File: config.mk
export PLATFORM = sky130hd
export DESIGN_NAME = instruction_fetch
export DESIGN_NICKNAME = d
export VERILOG_FILES = /design/src/rtl/instruction_fetch_pkg.sv /design/src/rtl/fetch_queue.sv /design/src/rtl/instruction_fetch.sv
export SDC_FILE = /design/constraint.sdc
export NUM_CORES = 1
export LEC_CHECK = 0
export ABC_AREA = 1
export ABC_CLOCK_PERIOD_IN_PS = 3600
export CAP_MARGIN = 0
export CORE_MARGIN = 5
export CORE_UTILIZATION = 35
export CTS_BUF_LIST = sky130_fd_sc_hd__clkbuf_2
export DETAILED_ROUTE_END_ITERATION = 8
export HOLD_SLACK_MARGIN = 0.08
export PLACE_DENSITY = 0.69
export SLEW_MARGIN = 20
export SYNTH_ARGS = -nofsm -noshare
export SYNTH_HDL_FRONTEND = slang
export SYNTH_SLANG_ARGS = --single-unit
File: constraint.sdc
create_clock -name clk -period 3.6 [get_ports clk]
set_input_delay 0.72 -clock clk [delete_from_list [all_inputs] [get_ports clk]]
set_output_delay 0.72 -clock clk [all_outputs]
set_load 0.05 [all_outputs]
File: src/rtl/instruction_fetch_pkg.sv
// Shared fetch-stage constants, also consumed by the decode/execute stages.
package instruction_fetch_pkg;

  localparam int          INSTR_W   = 32;
  localparam logic [31:0] NOP_INSTR = 32'h0000_0013;
  localparam int          PC_STEP   = 4;

  // Issue is allowed while fewer than two words are owned, or at two when one leaves now.
  function automatic logic can_issue(input logic [1:0] occ, input logic pop);
    return (occ < 2'd2) || ((occ == 2'd2) && pop);
  endfunction

endpackage

File: src/rtl/fetch_queue.sv
// Two-entry FIFO of {pc, instr} with push/pop/flush, full/empty and an occupancy count.
module fetch_queue #(
  parameter int W = 64
) (
  input  logic         clk,
  input  logic         rst_n,
  input  logic         push,
  input  logic         pop,
  input  logic         flush,
  input  logic [W-1:0] push_data,
  output logic [W-1:0] head,
  output logic         full,
  output logic         empty,
  output logic [1:0]   count
);

  logic [W-1:0] r_mem [2];
  logic         r_wptr;
  logic         r_rptr;
  logic [1:0]   r_cnt;
  logic         w_do_pop;
  logic         w_do_push;

  assign w_do_pop  = pop && (r_cnt != 2'd0);
  assign w_do_push = push && ((r_cnt != 2'd2) || w_do_pop);

  always_ff @(posedge clk or negedge rst_n) begin
    if (!rst_n) begin
      r_wptr <= 1'b0;
      r_rptr <= 1'b0;
      r_cnt  <= 2'd0;
    end else if (flush) begin
      r_wptr <= 1'b0;
      r_rptr <= 1'b0;
      r_cnt  <= 2'd0;
    end else begin
      if (w_do_push) r_wptr <= ~r_wptr;
      if (w_do_pop)  r_rptr <= ~r_rptr;
      r_cnt <= r_cnt + {1'b0, w_do_push} - {1'b0, w_do_pop};
    end
  end

  // Payload storage carries no reset; occupancy alone decides what is visible.
  always_ff @(posedge clk) begin
    if (w_do_push && !flush) r_mem[r_wptr] <= push_data;
  end

  assign head  = r_mem[r_rptr];
  assign full  = (r_cnt == 2'd2);
  assign empty = (r_cnt == 2'd0);
  assign count = r_cnt;

endmodule

File: src/rtl/instruction_fetch.sv
// Fetch stage: PC, epoch and issue control feeding a 2-entry return queue.
// Optional macro IFETCH_MISALIGN_CHECK_EN adds a sticky fetch_fault that halts fetch on misaligned redirects.
module instruction_fetch
  import instruction_fetch_pkg::*;
#(
  parameter int                ADDR_W   = 32,
  parameter logic [ADDR_W-1:0] RESET_PC = '0
) (
  input  logic               clk,
  input  logic               rst_n,
  output logic               imem_req,
  output logic [ADDR_W-1:0]  imem_addr,
  input  logic [INSTR_W-1:0] imem_rdata,
  input  logic               redirect_valid,
  input  logic [ADDR_W-1:0]  redirect_pc,
  output logic               instr_valid,
  output logic [INSTR_W-1:0] instr,
  output logic [ADDR_W-1:0]  instr_pc,
  input  logic               instr_ready
`ifdef IFETCH_MISALIGN_CHECK_EN
  ,output logic              fetch_fault
`endif
);

  localparam int QW = ADDR_W + INSTR_W;

  logic [ADDR_W-1:0] r_pc;
  logic [ADDR_W-1:0] r_ifl_pc;
  logic              r_inflight;
  logic              r_epoch;
  logic              r_iss_epoch;
  logic              w_halt;
  logic              w_pop;
  logic              w_push;
  logic [1:0]        w_cnt;
  logic [1:0]        w_q_count;
  logic              w_q_full;
  logic              w_q_empty;
  logic [QW-1:0]     w_q_head;
  logic [ADDR_W-1:0] w_redir_pc;

  assign w_redir_pc = redirect_pc & ~ADDR_W'(3);
  assign w_pop      = instr_valid && instr_ready;
  assign w_cnt      = w_q_count + {1'b0, r_inflight};

  assign imem_req  = rst_n && !redirect_valid && !w_halt && can_issue(w_cnt, w_pop);
  assign imem_addr = r_pc;

  // A returning word is kept only if no redirect has happened since it was issued.
  assign w_push = r_inflight && (r_iss_epoch == r_epoch) && !redirect_valid &&
                  (!w_q_full || w_pop);

  always_ff @(posedge clk or negedge rst_n) begin
    if (!rst_n) begin
      r_pc        <= RESET_PC;
      r_inflight  <= 1'b0;
      r_epoch     <= 1'b0;
      r_iss_epoch <= 1'b0;
    end else if (redirect_valid) begin
      r_pc       <= w_redir_pc;
      r_inflight <= 1'b0;
      r_epoch    <= ~r_epoch;
    end else begin
      r_inflight <= imem_req;
      if (imem_req) begin
        r_pc        <= r_pc + ADDR_W'(PC_STEP);
        r_iss_epoch <= r_epoch;
      end
    end
  end

  always_ff @(posedge clk) begin
    if (imem_req) r_ifl_pc <= r_pc;
  end

`ifdef IFETCH_MISALIGN_CHECK_EN
  logic r_fault;

  always_ff @(posedge clk or negedge rst_n) begin
    if (!rst_n)              r_fault <= 1'b0;
    else if (redirect_valid) r_fault <= |redirect_pc[1:0];
  end

  assign w_halt      = r_fault;
  assign fetch_fault = r_fault;
`else
  assign w_halt = 1'b0;
`endif

  fetch_queue #(.W(QW)) u_queue (
    .clk      (clk),
    .rst_n    (rst_n),
    .push     (w_push),
    .pop      (w_pop),
    .flush    (redirect_valid || w_halt),
    .push_data({r_ifl_pc, imem_rdata}),
    .head     (w_q_head),
    .full     (w_q_full),
    .empty    (w_q_empty),
    .count    (w_q_count)
  );

  assign instr_valid = !w_q_empty;
  assign instr       = instr_valid ? w_q_head[INSTR_W-1:0] : NOP_INSTR;
  assign instr_pc    = instr_valid ? w_q_head[QW-1:INSTR_W] : '0;

endmodule

-- Yosys cells after proc, flatten, opt, wreduce, memory -nomap -nowiden
Memories as Yosys holds them, arrays and structs flattened.
Cells that the tools add are included.
W data, S select, Z words.
- register bits: 71
- bits in writable memories: 128
- input bits: 68
- output and inout bits: 98
- logic and storage cells: 56
- memories: 1
- $add $sub $neg: 4
- order comparisons: 1
- equal/unequal tests: 4
- mux-type cells: 12
- bitwise logic cells: 4
- reduce and logical (&&, ||, !) cells: 22
- memory list (name ; words ; bits a word ; read ports ; clocked after memory_dff ; write ports ; RTL line ; RTL):
    u_queue.r_mem ; 2 ; 64 ; 1 ; 0 ; 1 ; fetch_queue.sv:17 ; logic [W-1:0] r_mem [2];
- operators with widths (cell ; count):
    $mux W32 ; 4
    $add A32 B3 Y32 const B ; 1
    $logic_and A1 B1 Y1 ; 10
    $reduce_bool A2 Y1 ; 4
    $mux W1 ; 7
    $add A2 B1 Y2 ; 2
    $eq A2 B2 Y1 const B ; 2
    $not A1 Y1 ; 4
    $logic_not A1 Y1 ; 3
    $logic_or A1 B1 Y1 ; 3
    $logic_not A2 Y1 ; 1
    $lt A2 B2 Y1 const B ; 1
    $mux W2 ; 1
    $ne A2 B2 Y1 const B ; 1
    $reduce_and A2 Y1 ; 1
    $sub A2 B1 Y2 ; 1
    $eq A1 B1 Y1 ; 1

-- Depth between registers and ports, before layout
Gate-level depths: netlist of the first run.
- word-level depth: 9
- gate-level depth with buffers: 11
- gate-level depth less buffers: 10

-- Modules after synthesis
Synthesis of the first run repeated with hierarchy kept, for this count alone.
- cells, all modules: 922
- area total of the unflattened synthesis: 8818.5 sq um
- by module, submodules not included (module ; instances ; cells each ; area an instance (sq um) ; sequential area each (sq um)):
    fetch_queue ; 1 ; 373 ; 4954.8 ; 3943.8
    instruction_fetch ; 1 ; 549 ; 3863.7 ; 1726.7

-- Least setup slack after synthesis of the first run
No wires, ideal clock.
- path kind: input-to-reg
- from: input redirect_valid
- to: memory u_queue.r_mem[0][0], enable pin
- library setup time: 0.482 ns
- arrival: 3.722 ns
- data required time: 3.118 ns
- path slack: -0.604 ns
- stages on the path: 4
- path buffers: 1
- cell sequence: buf_4 > nor2_1 > nand3b_1 > nor2_1
- word-level cells in the longest chain between the ends: 7
- RTL lines (what ; RTL line ; RTL):
    start: declaration ; instruction_fetch.sv:14 ; input logic redirect_valid,
    $logic_not A1 Y1 * ; fetch_queue.sv:45, instruction_fetch.sv:50 ;
    $logic_and A1 B1 Y1 (2 in a row) ; instruction_fetch.sv:50 ; assign w_push = r_inflight && (r_iss_epoch == r_epoch) && !redirect_valid &&
    $logic_and A1 B1 Y1 ; fetch_queue.sv:25 ; assign w_do_push = push && ((r_cnt != 2'd2) || w_do_pop);
    $logic_and A1 B1 Y1 * ; fetch_queue.sv:45 ; if (w_do_push && !flush) r_mem[r_wptr] <= push_data;
    $mux W1 * ; fetch_queue.sv:45 ;
    $mux W1 (not written as such) * ; fetch_queue.sv:45 ;
    end: declaration ; fetch_queue.sv:17 ;
Mark *: on every way between the ends. The rest lies on a longest branch, timed or not.

-- Worst setup path after layout of the first run
- from: register u_queue.r_rptr
- to: output instr_pc[20]
- word-level cells in the longest chain between the ends: 2
- RTL lines (what ; RTL line ; RTL):
    start: declaration ; fetch_queue.sv:19 ; logic r_rptr;
    start signal: assignment ; fetch_queue.sv:38 ; if (w_do_pop) r_rptr <= ~r_rptr;
    $mem_v2 Z2 W64 ; - ;
    $mux W32 ; instruction_fetch.sv:105 ; assign instr_pc = instr_valid ? w_q_head[QW-1:INSTR_W] : '0;
    end: declaration ; instruction_fetch.sv:18 ; output logic [ADDR_W-1:0] instr_pc,
No other way between the ends.

==> results of run 1 <==
==> worst register-to-register path, stage by stage (launching register included) <==
cell	delay [ns]
dfrtp_1	0.48
ha_1	0.28
inv_1	0.07
nand3_2	0.11
a21oi_4	0.18
buf_4	0.28
buf_4	0.51
==> area by class of cell <==
class | count | share of cell area (%)
inverters | 53 | 1.94
diodes | 1 | 0.0244
well taps | 313 | 3.82
clock buffers | 17 | 0.831
flip-flops and latches | 191 | 54.2
repair buffers | 171 | 15.5
multi-input cells | 508 | 22.2
clock inverters | 15 | 1.50
==> metrics by stage <==
stage	cell area (um^2)	hold WS [ns]	TNS, ns
2_1_floorplan	8180	0.421	-74.93
3_3_place_gp	9990	0.424	0
3_5_place_dp	9990	0.433	0
4_1_cts	10200	0.392	0
5_1_grt	10200	0.374	0
6_report	10200	0.493	0
==> flip-flops by register name (all words and copies together) (netlist names) <==
register,count
r_inflight,1
u_queue.count,2
u_queue.r_rptr,1
r_iss_epoch,1
r_ifl_pc,30
imem_addr,30
u_queue.r_wptr,1
u_queue.r_mem,124
r_epoch,1
==> power breakdown <==
part | switching [W] | internal, W
Combinational | 0.00239 | 0.000915
Sequential | 0.000235 | 0.00271
Clock | 0.000785 | 0.000276
==> repair_timing <==
item                                   in CTS  in global routing
endpoints found under the hold margin      37                  0
buffers inserted                            0                  0
hold buffers                                1                  0
==> worst min-delay path by stage <==
| stage | depth (start not counted) | slack, ns | start | to |
|---|---|---|---|---|
| after floorplan | 0 | 0.42 | rst_n | imem_addr[10] |
| after global placement | 0 | 0.42 | r_ifl_pc[20] | u_queue.r_mem[0][52] |
| after detailed placement | 0 | 0.43 | r_ifl_pc[19] | u_queue.r_mem[0][51] |
| after CTS | 3 | 0.39 | redirect_pc[14] | imem_addr[14] |
| after global routing | 3 | 0.37 | redirect_pc[11] | imem_addr[11] |
| final | 0 | 0.49 | r_ifl_pc[19] | u_queue.r_mem[0][51] |
==> cell usage in the layout, fill, tap and decap left out, types with 2 or more instances in the layout <==
cell type and instances:
a21oi_1 61, buf_12 5, buf_4 69, clkbuf_2 17, clkdlybuf4s50_1 95, clkinv_4 6, clkinvlp_4 2, conb_1 4
dfrtp_1 36, edfxtp_1 154, ha_1 4, inv_1 49, inv_2 4, inv_6 2, inv_8 3, nand2_1 278
nand2_2 2, nand3_1 80, nand4_1 3, nor2_1 42, nor2_2 5, nor2_4 2, nor3_1 2, o21ai_0 2
o21bai_1 8, xnor2_1 5, xor2_1 4
==> per-layer routing <==
| layer | GRT usage (%) | share of wire [%] | vias up |
|---|---|---|---|
| met1 | 19.8 | 45 | 2820 |
| met5 | 0 | 0 | - |
| met4 | 4.16 | 1.2 | 0 |
| met3 | 3.95 | 6.8 | 20 |
| li1 | - | - | 2936 |
| met2 | 24.9 | 47 | 200 |
==> cell families after synthesis <==
family,count (synthesis)
AOI/OAI and AO/OA,73
DFF,191
other,1
xor gates and xnor gates,9
buffers and inverters,87
and+or+nand+nor,418
adders and majority gates,4
==> key figures, run 1 <==
Logic synthesis
  – Synth cell count leaders: 278 x nand2_1, 154 x edfxtp_1, 80 x nand3_1
  – Cells after Synth: 783
  – Biggest area consumer among synthesized cells: edfxtp_1
  – Combinational family with the most area after synthesis: simple AND/OR/NAND/NOR gates
  – Post-Synth XOR/XNOR Area: 0.966%
  – Post-synthesis compound-gate area fraction: 4.87%
  – Cell variety after synth: 28
  – Top cell type's share of synthesized area: 56.6%
  – Synth Register Bits: 191
  – Top post-synthesis cells by area: edfxtp_1 57%, nand2_1 13%, dfrtp_1 11%
  – Mapped Avg Cell Area: 10.4 um^2
  – Dominant cell by count in the synthesized netlist: nand2_1
  – Synthesis Warnings: 0
  – Mux contribution to synthesized area: 0%
  – Register area share after synthesis: 68.0%
  – Ys flop type: edfxtp_1
  – Post-Syn Area: 0.00816 mm^2
  – Post-synth EDFFs: 154
  – Post-Synth Adder-Cell Area: 0.613%
  – Post-synthesis simple-gate area fraction: 21.0%
  – Async set-reset flop share out of synthesis: 19.4%

Worst setup path
  – Setup crit start: u_queue.r_rptr
  – Crit path depth: 4
  – CP Capture Point: instr_pc[20]
  – CP bufs+invs: 2
  – Worst r2r src: u_queue.count[0]
  – CP endpoint kind: output pin
  – CP max FO: 62
  – R2r endpoint: r_ifl_pc[22]
  – Worst EP required: 2.88 ns
  – Crit path cell chain: buf_4 > nand2_1 > a21oi_1 > buf_4
  – Critical-path top delay cell: buf_4
  – R2R cell count: 6
  – Internal reg-to-reg setup slack: 1.33 ns
  – Critical Path Max Stage Delay: 0.59 ns
  – Worst Setup Start Kind: register
  – CP delay by family, top: buffers and inverters
  – WS Path Type: register to output pin
  – Crit path DAT: 2.57 ns
  – Most used cell, CP: buf_4

Worst hold path
  – Hold WC Path Type: register to register

Clocking
  – H-tree depth: 4
  – Root Driver: clkbuf_2
  – Clock Latency Late Sink: 0.74 ns
  – CTS tree: yes
  – CTS max path bufs: 2
  – Clock sink count: 191
  – Clk slew on worst S/H paths: 0.28 ns
  – CTS Buf Count: 17
  – Post-CTS resize count: 0

Global routing
  – Total global routing overflow: 0
  – First-pass GRT wire length: 31.0 mm
  – Antenna violations before repair: 1
  – Vias in the first global route: 5780
  – Global Route Usage Sum: 15.1%
  – Largest net degree at the start of global routing: 63

Route
  – DR pass1 iterations: 5
  – Drt total wl: 20.1 mm
  – Wirelength per Cell: 15.9 um
  – Routed Antenna Nets: 0
  – DR DRC count: 0
  – Via count: 5976
  – Vias per cell: 4.71
  – DRC marker count from the first detailed-route iteration: 411

Power
  – Pwr Total: 0.00731 W
  – Max rail drop VDD: 271 uV
  – Power density cells: 714 mW/mm^2
  – Leakage: 4.00 nW

Timing
  – Final worst path period share: 91.3%
  – Slew headroom: 48.1%
  – Final Skew: 0.0340 ns
  – RSZ-0062 raised after global routing: no
  – Pins Over Slew Limit: 0
  – Final setup violation count: 0
  – Final hold vios: 0
  – Final worst path period need: 3.29 ns
  – Fmax: 304 MHz
  – Least-Margin Pin Slew: 0.778 ns
  – Setup ws final: 0.312 ns

Placement
  – Post-DP HPWL: 13.2 mm
  – IO Port Bufs: 159
  – Dpl ws: 0.841 ns
  – GPL Wtd Cong: 0.875
  – Inst Count DP: 1235

Floorplanning
  – Die ar.: 0.0265 mm^2
  – Chip height: 163 um
  – Core Region: 0.0228 mm^2
  – Die W: 163 um
  – # IOs: 166
  – Initial core utilization: 35.8%
  – # rows: 55

Cells and area
  – Post-route insts no fill: 1269
  – Register area: 0.00555 mm^2
  – Multi-input gate area: 0.00227 mm^2
  – Fill count: 2169
  – Layout cells sized above 1: 13.1%
  – Final layout net count: 1014
  – Utilization after layout: 45.0%
  – Syn-to-layout area delta: 25.4%

Flow run
  – Max cap viols: 0

Status
  – Outcome: finished clean
No activity file was read; power rests on OpenSTA's default activity.
==> run 2, diff against run 1 <==
--- a/config.mk
+++ b/config.mk
@@ -12,6 +12,7 @@
 export CORE_UTILIZATION = 35
 export CTS_BUF_LIST = sky130_fd_sc_hd__clkbuf_2
 export DETAILED_ROUTE_END_ITERATION = 8
+export GPL_TIMING_DRIVEN = 1
 export HOLD_SLACK_MARGIN = 0.08
 export PLACE_DENSITY = 0.69
 export SLEW_MARGIN = 20
==> results of run 2 <==
Same layout as run 1: the final DEF is identical, and so are final timing and power.
